**src/rtl/cache_refill_arbiter.sv**
```systemverilog
// cache_refill_arbiter: round-robin sharing of one word-serial memory port between
// an instruction and a data cache, sequencing block refills and single-word writes.
module cache_refill_arbiter #(
  parameter int DATA_WIDTH    = 32,
  parameter int ADDRESS_WIDTH = 30,
  parameter int BLOCK_SIZE    = 3,
  localparam int JUST_DATA    = DATA_WIDTH * (2 ** BLOCK_SIZE)
) (
  input  logic                     clk,
  input  logic                     rst_n,
  input  logic [1:0]               req,
  input  logic [1:0]               we,
  input  logic [ADDRESS_WIDTH-1:0] addr0,
  input  logic [ADDRESS_WIDTH-1:0] addr1,
  input  logic [DATA_WIDTH-1:0]    wdata0,
  input  logic [DATA_WIDTH-1:0]    wdata1,
  output logic [1:0]               grant,
  output logic [1:0]               done,
  output logic [JUST_DATA-1:0]     blk_out,
  output logic                     mem_req,
  output logic                     mem_we,
  output logic [ADDRESS_WIDTH-1:0] mem_addr,
  output logic [DATA_WIDTH-1:0]    mem_wdata,
  input  logic                     mem_rvalid,
  input  logic [DATA_WIDTH-1:0]    mem_rdata
);
  typedef enum logic [1:0] {IDLE, ISSUE, WAIT, DONE} state_t;
  state_t                   state_q, state_d;
  logic                     owner_q, owner_d, we_q, we_d, last_q, last_d, sel;
  logic [ADDRESS_WIDTH-1:0] addr_q, addr_d;
  logic [DATA_WIDTH-1:0]    wdata_q, wdata_d;
  logic [BLOCK_SIZE-1:0]    cnt_q, cnt_d;
  logic [JUST_DATA-1:0]     blk_q, blk_d;
  always_ff @(posedge clk or negedge rst_n) begin
    if (!rst_n) begin
      state_q <= IDLE;
      owner_q <= 1'b0;
      we_q    <= 1'b0;
      last_q  <= 1'b1;
      addr_q  <= '0;
      wdata_q <= '0;
      cnt_q   <= '0;
      blk_q   <= '0;
    end else begin
      state_q <= state_d;
      owner_q <= owner_d;
      we_q    <= we_d;
      last_q  <= last_d;
      addr_q  <= addr_d;
      wdata_q <= wdata_d;
      cnt_q   <= cnt_d;
      blk_q   <= blk_d;
    end
  end
  always_comb begin
    state_d = state_q;
    owner_d = owner_q;
    we_d    = we_q;
    last_d  = last_q;
    addr_d  = addr_q;
    wdata_d = wdata_q;
    cnt_d   = cnt_q;
    blk_d   = blk_q;
    // on a tie the port that did not win last time goes first
    sel     = (req == 2'b11) ? ~last_q : req[1];
    case (state_q)
      IDLE: if (|req) begin
        owner_d = sel;
        we_d    = we[sel];
        addr_d  = sel ? addr1 : addr0;
        wdata_d = sel ? wdata1 : wdata0;
        last_d  = sel;
        cnt_d   = '0;
        state_d = ISSUE;
      end
      ISSUE: state_d = WAIT;
      WAIT: if (mem_rvalid) begin
        if (we_q) state_d = DONE;
        else begin
          blk_d[cnt_q*DATA_WIDTH +: DATA_WIDTH] = mem_rdata;
          state_d = (&cnt_q) ? DONE : ISSUE;
          cnt_d   = (&cnt_q) ? cnt_q : cnt_q + 1'b1;
        end
      end
      default: state_d = IDLE;
    endcase
  end
  assign grant     = (state_q == IDLE) ? 2'b00 : (owner_q ? 2'b10 : 2'b01);
  assign done      = (state_q == DONE) ? grant : 2'b00;
  assign mem_req   = state_q == ISSUE;
  assign mem_we    = mem_req & we_q;
  assign mem_addr  = !mem_req ? '0 : we_q ? addr_q : {addr_q[ADDRESS_WIDTH-1:BLOCK_SIZE], cnt_q};
  assign mem_wdata = mem_we ? wdata_q : '0;
  assign blk_out   = blk_q;
endmodule
```
**config.mk**
```make
export PLATFORM = sky130hd
export DESIGN_NAME = cache_refill_arbiter
export DESIGN_NICKNAME = d
export VERILOG_FILES = /design/src/rtl/cache_refill_arbiter.sv
export SDC_FILE = /design/constraint.sdc
export NUM_CORES = 1
export LEC_CHECK = 0
export ABC_AREA = 1
export CORE_ASPECT_RATIO = 0.7
export CORE_MARGIN = 4
export CORE_UTILIZATION = 34
export CTS_CLUSTER_SIZE = 30
export DETAILED_ROUTE_END_ITERATION = 10
export PLACE_DENSITY = 0.64
export SKIP_LAST_GASP = 1
export SYNTH_ARGS = -nofsm -noshare
export SYNTH_HDL_FRONTEND = slang
export SYNTH_SLANG_ARGS = --single-unit
export TNS_END_PERCENT = 20
```
**constraint.sdc**
```tcl
create_clock -name clk -period 2.6 [get_ports clk]
set_input_delay 0.52 -clock clk [delete_from_list [all_inputs] [get_ports clk]]
set_output_delay 0.52 -clock clk [all_outputs]
set_load 0.02 [all_outputs]
```
# == Word level (Yosys, flattened, before mapping) ==
# Index checks and enable logic that the tools add are counted.
# totals
word_cells,54
reg_bits,326
output_inout_bits,324
# classes
n_mux,22
n_lt_le_gt_ge,1
n_eq_ne,8
shift,2
n_reduce_logical,8
addsub,2
n_bitwise,3
# op_table
cell,n
$bwmux W256,1
$shift A32 B34 Y256 const A,1
$shiftx A32 B34 Y256,1
$mux W32,2
$mux W30,2
$neg A8 Y34,1
$mux W3,5
$mux W2,7
$ne A2 B2 Y1 const B,4
$eq A2 B2 Y1 const B,3
$pmux W2 S3,1
$pmux W3 S2,1
$reduce_and A3 Y1,2
$reduce_and A5 Y1,1
$reduce_and A2 Y1,2
$add A3 B1 Y3 const B,1
$mux W1,3
$eq A2 B1 Y1 const B,1
$logic_not A2 Y1,1
$lt A1 B2 Y1 const B,1
$not A1 Y1,2
$reduce_bool A2 Y1,1
$reduce_or A2 Y1,1
$and A1 B1 Y1,1

# == Longest topological paths before layout ==
# Gate-level depths: netlist of run 1.
# logic_depth
ltp_word,5
ltp_mapped,11

# == Worst setup path after synthesis of run 1 ==
# No wires, ideal clock.
# synth_timing
path_type,register to output
from,register state_q[1]
to,output port mem_wdata[22]
path_buffers,1
arrival_time_ns,1.627
setup_slack_ns,0.453
t_required_ns,2.080
path_stages_with_launch,5
path_cell_list,dfrtp_1 -> nor2_1 -> nand2_1 -> clkbuf_1 -> nor2_1
# synth_via
elab_chain_len,3
# synth_lines
item,line_no,text
start: declaration,28,"state_t state_q, state_d;"
start signal: assignment,45,state_q <= state_d;
$eq A2 B1 Y1,90,assign mem_req = state_q == ISSUE;
via mem_req,20,"output logic mem_req,"
$and A1 B1 Y1,91,assign mem_we = mem_req & we_q;
$mux W32,93,assign mem_wdata = mem_we ? wdata_q : '0;
end: declaration,23,"output logic [DATA_WIDTH-1:0] mem_wdata,"
# The timed path passes the listed nets, and every way through them passes these cells.

# == Worst setup path after layout of run 1 ==
# layout_timing
from,register state_q[0]
to,output port mem_addr[6]
# layout_via
elab_chain_len,2
# layout_lines
item,line_no,text
$eq A2 B1 Y1,90,
$mux W30,92,"assign mem_addr = !mem_req ? '0 : we_q ? addr_q : {addr_q[ADDRESS_WIDTH-1:BLOCK_SIZE], cnt_q};"
end: declaration,22,"output logic [ADDRESS_WIDTH-1:0] mem_addr,"
# No other way between the ends.

==> metrics.cfg, run 1 <==
[run_status]
outcome = finished, violations left
violations = negative setup slack

[clocking]
cts_inserted_buffers = 36
cts_root_buf = clkbuf_16
clock_latency_ps = 520
tritoncts = yes
clk_pin_slew_worst_paths_ps = 60
cts_sinks = 326
clock_path_buffers = 3
cts_htree_levels = 2

[route]
vias_per_cell = 4.935
wl_um = 59750
drt_pass1_iterations = 5
drt_iter0_drc = 1195
ant_nets = 0
vias = 15300
wl_per_cell_um = 19.27
route.detailed.drc = 0

[run]
cap_violations = 0

[grt]
grt_antenna_before_repair = 1
track_usage_pct = 23.66
globalRouteMet3Util_pct = 3.951
grt_pass1_wl_um = 90530
use_met2_pct = 38.56
grt-ovfl-total = 0
grt_pass1_vias = 15110
grt_max_degree = 67
grt.met1_usage_pct = 32.07
busiest_layer = met2

[cells_and_area]
drive_gt1_share_pct = 5.587
fin_nets = 2653
most-common-layout-cells = nand2_1 (816), clkdlybuf4s50_1 (457), dfrtp_1 (325), nand3_1 (260), nor2_1 (202)
antenna_cells = 0
area_growth_pct = 44.38
final_common_cell = nand2_1

[setup_path]
cp-end-kind = output pin
worst_setup_path_start_kind = register
cp.arrival_ps = 2160
crit_fanout = 27
criticalPathCategory = register to output pin
cp.required_ps = 2080

[sta]
rsz0062_at_grt = true
fmax_ghz = 0.3734
timing.slew.headroom_pct = 18.94
fin_ws_ps = -78.01
post-route-period-util_pct = 103.0
worst_pin_slew_ps = 1214
timing.final.hold_violations = 0
hold-worst-slack_ps = 467.9
setup_violations = 35
skew_ps = 24.37
slew_violations = 0
finalCriticalPeriod_ps = 2678
setup_tns_ps = -1877

[placed_design]
hpwlAfterDp_um = 44180
gp_congestion = 0.9188
io_buffers = 486

[power_and_ir_drop]
max-vdd-ir-drop_mv = 0.4639
p_leak_nw = 11.66
design_power_total_w = 0.01807
power_density_mw_per_mm2 = 813.4

[floorplanning]
die_w_um = 262.2
ioPinCount = 487
core-area_mm2 = 0.04420
initial_core_util_pct = 34.80
die-area_mm2 = 0.04877
rows = 64
die_y_um = 186.0

[synth]
yosysWarnings = 0
yosysTopAreaCellShare_pct = 52.87
synth_area_leaders = dfrtp_1 (53%), nand2_1 (20%), nand3_1 (8.5%), nor2_1 (5.1%), inv_1 (4.3%)
synth_area_leader_cell = dfrtp_1
synth_seq_cells = 326
synth_nets = 2199
avgSynthCellArea_um2 = 7.582
yosysUniqueCellTypes = 21
netlist_area_mm2 = 0.01538
syn_inst = 2029
ys_seq_area_share_pct = 53.04

[hold_path]
hp-class = register to register

timing repair:
| item | CTS | global route |
|---|---|---|
| hold buffers | 1 | 0 |
| setup buffers | 0 | 0 |
| setup endpoints to repair | 60 | 68 |
| hold endpoints to repair | 46 | 0 |
| resized for setup | 12 | 14 |
logic make-up (layout without fill, tap and decap cells):
kind of cell | Yosys count | count (layout) | synth area share (%)
AO/OA/AOI/OAI | 73 | 73 | 3.440
buffers and inverters | 313 | 790 | 8.369
adder cells (fa/ha/maj) | 7 | 7 | 0.5693
flip-flops | 326 | 326 | 53.04
AND/OR/NAND/NOR | 1310 | 1310 | 34.58
path summary, 6_finish.rpt:
check | startpoint | cells past startpoint | endpoint | slack (ps)
max | state_q[0]$_DFFE_PN0P_ | 6 | mem_addr[6] | -80
min | blk_out[112]$_DFFE_PN0P_ | 2 | blk_out[112]$_DFFE_PN0P_ | 470
max reg2reg | cnt_q[1]$_DFFE_PN0P_ | 10 | blk_out[231]$_DFFE_PN0P_ | 200
min in group asynchronous | rst_n | 2 | wdata_q[1]$_DFFE_PN0P_ | 530
max in group asynchronous | rst_n | 3 | wdata_q[6]$_DFFE_PN0P_ | 1150
min reg2reg | blk_out[112]$_DFFE_PN0P_ | 2 | blk_out[112]$_DFFE_PN0P_ | 470
registers in the layout, summed over array words and instances (netlist names):
signal	cells
addr_q	30
we_q	1
blk_out	256
owner_q	1
state_q	2
last_q	1
cnt_q	3
wdata_q	32
power by group:
| group | internal, W | switching, W |
|---|---|---|
| Clock | 0.00284 | 0.00207 |
| Combinational | 0.00224 | 0.00458 |
| Sequential | 0.00585 | 0.000482 |
cell type report:
class                      count  area, um2
clock inverter                 5      31.28
sequential                   326       8159
fill                        4260      21990
timing repair buffer         546       5508
clock buffer                  56       1077
inverter                     183      686.9
multi-input combinational   1390       6006
tap                          594      743.2
synthesized netlist by cell type:
master,number
nand3_1,261
nor2_4,6
o211ai_1,64
buf_1,9
inv_2,6
nor2_1,208
clkbuf_1,37
dfrtp_1,325
nor3_1,15
buf_4,3
o21ai_0,6
ha_1,7
nand2_2,1
dfstp_2,1
inv_1,177
nand3_2,1
buf_2,81
a21oi_1,2
nand3b_1,1
nand2_1,817
a21oi_2,1
through the flow:
| step | area, um2 | setup slack, ps | utilization, % | cells |
|---|---|---|---|---|
| 2_1_floorplan | 15380 | 453.0 | - | 2029 |
| 3_3_place_gp | 21070 | 26.88 | 47.67 | 3038 |
| 3_5_place_dp | 21070 | -47.98 | 47.67 | 3038 |
| 4_1_cts | 22180 | -172.4 | 50.17 | 3100 |
| 5_1_grt | 22210 | -229.0 | 50.25 | 3100 |
| 6_report | 22210 | -78.01 | 50.25 | 3100 |
layer usage:
| layer | routed length, um | vias up |
|---|---|---|
| li1 | - | 7189 |
| met1 | 25400 | 7354 |
| met2 | 28000 | 628 |
| met3 | 3913 | 124 |
| met4 | 2419 | 2 |
| met5 | 12 | - |
worst max-delay path, cell delays in order, from the launching register on:
cell and delay (ps):
dfrtp_1 370, inv_1 90, nor2_2 140, inv_2 50
buf_4 230, nor2_1 120, clkdlybuf4s50_1 640
Note: power is estimated with default switching activity, not from simulation.
==> run 2: changes to the inputs <==
Settings changed: CORE_UTILIZATION 34 to 51, PLACE_DENSITY 0.64 to 0.89.
Clock period 2.6 ns to 3.3 ns, I/O delays scaled along.
==> metrics.cfg, run 2 (synthesized netlist as in run 1, its figures left out) <==
[run_status]
outcome = complete, no violations

[floorplanning]
die_w_um = 215.6  ; -18%
core-area_mm2 = 0.02928  ; -34%
rows = 52  ; -19%
ioPinCount = 487  ; unchanged
die_y_um = 153.3  ; -18%
die-area_mm2 = 0.03305  ; -32%
initial_core_util_pct = 52.54  ; +18 points

[power_and_ir_drop]
power_density_mw_per_mm2 = 657.9  ; -19%
p_leak_nw = 11.27  ; -3.4%
combPwrFrac_pct = 36.2  ; -1.6 points
p_int_w = 0.008750  ; -20%
seq_power_share_pct = 35.1  ; about the same
switching_share_pct = 38.86  ; -0.62 points
p_clk_share_pct = 28.7  ; +1.5 points
design_power_total_w = 0.01431  ; -21%
max-vdd-ir-drop_mv = 0.4733  ; +2.0%
p_sw_w = 0.005562  ; -22%

[sta]
timing.slew.headroom_pct = 48.72  ; +30 points
setup_violations = 0  ; -100%
timing.final.hold_violations = 0  ; unchanged
skew_ps = 28.79  ; +4.415 ps
rsz0062_at_grt = false
post-route-period-util_pct = 94.73
hold-worst-slack_ps = 141.0  ; -326.9 ps
fmax_ghz = 0.3199
slew_violations = 0  ; unchanged
setup_tns_ps = 0  ; +1877 ps
finalCriticalPeriod_ps = 3126
worst_pin_slew_ps = 768.1  ; -446.1 ps

[setup_path]
cp-end-kind = output pin
worst_setup_path_start_kind = register
crit_path_start = state_q[1]$_DFFE_PN0P_
cp.required_ps = 2640  ; +560 ps
critPathMostFrequentCell = nor2_1
cp.arrival_ps = 2470  ; +310 ps
crit_buf_inv = 2  ; -2
r2r-start = cnt_q[0]$_DFFE_PN0P_
path_cells = nor2_1 -> inv_2 -> nor2_1 -> clkdlybuf4s50_1
crit_fanout = 28  ; +3.7%
slowest_stage = clkdlybuf4s50_1
criticalPathCategory = register to output pin
path_delay_family = buffers and inverters
critPathMaxStageDelay_ps = 670  ; +30 ps

[clocking]
clock_latency_ps = 530  ; about the same
cts_resized = 0  ; -12
tritoncts = yes
cts_setup_buffers = 0  ; unchanged
clock_path_buffers = 3  ; unchanged
cts_sinks = 326  ; unchanged
clk_pin_slew_worst_paths_ps = 60  ; about the same
cts_inserted_buffers = 34  ; -5.6%
cts_root_buf = clkbuf_16
cts_htree_levels = 2  ; unchanged
postCtsHoldBufs = 0  ; -1

[route]
wl_per_cell_um = 20.21  ; +4.9%
wl_um = 57850  ; -3.2%
vias = 15930  ; +4.1%
drt_iter0_drc = 1910  ; +60%
drt_pass1_iterations = 8  ; +3
vias_per_cell = 5.566  ; +13%
ant_nets = 0  ; unchanged
route.detailed.drc = 0  ; unchanged

[cells_and_area]
largest_reg_flops = 256  ; unchanged
drive_gt1_share_pct = 4.752  ; -0.83 points
fin_nets = 2630  ; -0.87%
fillCellCount = 2101  ; -51%
most-common-layout-cells = nand2_1 (816), clkdlybuf4s50_1 (485), dfrtp_1 (325), nand3_1 (261), nor2_1 (203)
utilization_pct = 74.30  ; +24 points
final_common_cell = nand2_1
area_growth_pct = 41.42

[placed_design]
hpwlAfterDp_um = 42160  ; -4.6%
gp_congestion = 0.9487  ; +3.3%
io_buffers = 486  ; unchanged

[hold_path]
hp-class = input pin to asynchronous set/reset pin

[grt]
grt_pass1_vias = 15750  ; +4.2%
track_usage_pct = 34.16  ; +10 points
grt-ovfl-total = 0  ; unchanged
grt_pass1_wl_um = 89830  ; -0.77%
grt_max_degree = 81  ; +21%
grt_antenna_before_repair = 1  ; unchanged

[run]
cap_violations = 0  ; unchanged

==> run 2: changes by cell type in the layout (fill, tap and decap cells not counted), sizes merged <==
cell           delta
clkbuf            -9
buf              -23
dlygate4sd3       -1
bufinv            +5
dlygate4sd2      -12
dlymetal6s2s     -13
clkdlybuf4s50    +28
diode             +1
clkinv            +2
==> run 2: path summary, 6_finish.rpt <==
kind	to	slack [ps]	cells past startpoint
worst min-delay path	wdata_q[22]$_DFFE_PN0P_	140	1
max in group asynchronous	blk_out[153]$_DFFE_PN0P_	2260	2
min in group clk	blk_out[96]$_DFFE_PN0P_	470	2
worst min register to register	blk_out[96]$_DFFE_PN0P_	470	2
worst max-delay path	mem_addr[21]	170	4
worst max register to register	blk_out[118]$_DFFE_PN0P_	310	10
==> run 2: layout make-up <==
type	instances	area, um2	share of cell area (%)
timing repair buffer	525	5263	24.19
clock inverter	12	191.4	0.8800
tap	378	473.0	2.174
sequential	326	8159	37.51
antenna	1	2.502	0.01150
inverter	183	686.9	3.158
clock buffer	47	991.0	4.555
multi-input combinational	1390	5988	27.53
==> run 2: power groups by stage <==
stage	Combinational, W	Clock (W)	Sequential [W]
2_1_floorplan	0.00284	0	0.00517
3_3_place_gp	0.00493	0	0.00505
3_5_place_dp	0.00509	0	0.00507
4_1_cts	0.00511	0.00416	0.00501
5_1_grt	0.00560	0.00431	0.00509
6_report	0.00518	0.00411	0.00502
==> run 2: per-layer routing <==
| metal | GRT usage (%) | part of all wire (%) |
|---|---|---|
| met1 | 46.20 | 38 |
| met5 | 0 | 0 |
| met3 | 8.791 | 11 |
| met2 | 52.69 | 45 |
| met4 | 14.56 | 5.0 |
==> run 2: per-stage QoR <==
step / cell area (um2) / std cells / setup slack, ps
finish: 21750 / 2862 / 174.0
global route: 21750 / 2862 / 33.91
CTS: 21750 / 2861 / 185.0
detailed placement: 20570 / 2802 / 379.9
global placement: 20570 / 2802 / 533.9
floorplan: 15380 / 2029 / 1013
==> run 3: changes to the inputs <==
Settings changed: GPL_TIMING_DRIVEN from default to 0.
==> metrics.cfg, run 3 (synthesized netlist as in run 1, its figures left out) <==
[setup_path]
cp-end-kind = output pin
crit_fanout = 10  ; -64%
cp.arrival_ps = 2510  ; +40 ps
worst_setup_path_start_kind = register
criticalPathCategory = register to output pin
cp.required_ps = 2640  ; about the same
worstRegToRegCells = 11  ; +1

[floorplanning]
initial_core_util_pct = 52.54  ; unchanged
rows = 52  ; unchanged
die_y_um = 153.3  ; unchanged
core-area_mm2 = 0.02928  ; unchanged
ioPinCount = 487  ; unchanged
die-area_mm2 = 0.03305  ; unchanged
die_w_um = 215.6  ; unchanged

[cells_and_area]
most-common-layout-cells = nand2_1 (816), clkdlybuf4s50_1 (482), dfrtp_1 (325), nand3_1 (261), nor2_1 (207)
final_common_cell = nand2_1
utilization_pct = 74.92  ; +0.62 points
largest_reg_flops = 256  ; unchanged
fillCellCount = 2139  ; +1.8%
drive_gt1_share_pct = 6.408  ; +1.7 points
fin_nets = 2720  ; +3.4%
area_growth_pct = 42.59
finalNonFillerCells = 2956  ; +3.3%

[sta]
timing.final.hold_violations = 0  ; unchanged
finalCriticalPeriod_ps = 3167  ; +41.29 ps
timing.slew.headroom_pct = 34.77  ; -14 points
rsz0062_at_grt = false
fin_ws_ps = 132.7  ; -41.29 ps
worst_pin_slew_ps = 978.5  ; +210.4 ps
slew_violations = 0  ; unchanged
post-route-period-util_pct = 95.98  ; +1.3 points
fmax_ghz = 0.3157  ; -1.3%
skew_ps = 23.68  ; -5.105 ps
setup_violations = 0  ; unchanged

[clocking]
cts_setup_buffers = 0  ; unchanged
tritoncts = yes
cts_inserted_buffers = 31  ; -8.8%
clock_latency_ps = 590  ; +60 ps
cts_sinks = 326  ; unchanged
cts_root_buf = clkbuf_16
clk_pin_slew_worst_paths_ps = 70  ; about the same
clock_path_buffers = 3  ; unchanged
cts_htree_levels = 1  ; -1

[power_and_ir_drop]
power_density_mw_per_mm2 = 657.4  ; about the same
design_power_total_w = 0.01442  ; +0.76%
max-vdd-ir-drop_mv = 0.4120  ; -13%
p_leak_nw = 11.51  ; +2.2%

[run]
cap_violations = 0  ; unchanged

[route]
vias = 16470  ; +3.4%
vias_per_cell = 5.570  ; about the same
wl_per_cell_um = 21.09  ; +4.4%
wl_um = 62350  ; +7.8%
ant_nets = 0  ; unchanged
drt_pass1_iterations = 6  ; -2
route.detailed.drc = 0  ; unchanged
drt_iter0_drc = 2094  ; +9.6%

[placed_design]
place_inst = 2895  ; +3.3%
gp_congestion = 0.9790  ; +3.2%
hpwlAfterDp_um = 47740  ; +13%
io_buffers = 486  ; unchanged
place_ws_ps = 282.5  ; -97.40 ps

[grt]
grt-ovfl-total = 0  ; unchanged
track_usage_pct = 36.79  ; +2.6 points
grt_antenna_before_repair = 2  ; +1
grt_pass1_vias = 16070  ; +2.0%
grt_pass1_wl_um = 95230  ; +6.0%
grt_max_degree = 128  ; +58%

[hold_path]
hp-class = input pin to asynchronous set/reset pin

[run_status]
outcome = complete, no violations

-- run 3: per-stage QoR --
stage                     hold WS [ps]   TNS, ps  cell area (um2)
after floorplan                  364.4         0            15380
after global placement           454.0  -3977440            20720
after detailed placement         458.4         0            20780
after CTS                        225.1    -93.96            21910
after global routing             264.6         0            21930
final                            149.1         0            21930
-- run 3: where the power goes --
part	switching, W	internal (W)
clock network	0.00163	0.00233
logic	0.00371	0.00173
registers	0.000413	0.00461
total	0.00575	0.00867
-- run 3: repair_timing --
action / in CTS / in global routing
cloned: 0 / 0
setup endpoints to repair: 50 / 48
gates resized for setup: 6 / 7
hold buffers: 0 / 0
-- run 3: routing by layer --
metal  vias up  GRT usage (%)  part of all wire (%)
li1       7337              -                     -
met1      7835          50.72                    39
met2      1106          55.83                    44
met3       187          10.32                    12
met4         0          13.92                   4.6
met5         -              0                     0
-- run 3: final timing paths --
kind,startpoint,endpoint,slack (ps)
min,rst_n,wdata_q[23]$_DFFE_PN0P_,150
max,state_q[0]$_DFFE_PN0P_,mem_wdata[4],130
max in group asynchronous,rst_n,blk_out[135]$_DFFE_PN0P_,1580
min in group clk,blk_out[204]$_DFFE_PN0P_,blk_out[204]$_DFFE_PN0P_,470
max reg2reg,cnt_q[0]$_DFFE_PN0P_,blk_out[203]$_DFFE_PN0P_,440
min reg2reg,blk_out[204]$_DFFE_PN0P_,blk_out[204]$_DFFE_PN0P_,470
-- run 3: cell type report --
cell class                 instances  area, um2  share of cell area, %
sequential                       326       8159                  37.20
tap                              378      473.0                  2.156
buffer                           130      606.8                  2.767
clock buffer                      40      869.6                  3.964
inverter                         183      686.9                  3.132
antenna                            3      7.507                0.03423
timing repair buffer             488       4925                  22.45
multi-input combinational       1390       5952                  27.13
clock inverter                    18      255.2                  1.164
-- run 3: worst max-delay path, cell delays in order (launching register included) --
cell and delay, ps:
dfrtp_1 380, inv_1 110, nor2_4 190, nand2_4 150, clkbuf_2 270, nor2_1 170
clkdlybuf4s50_1 660
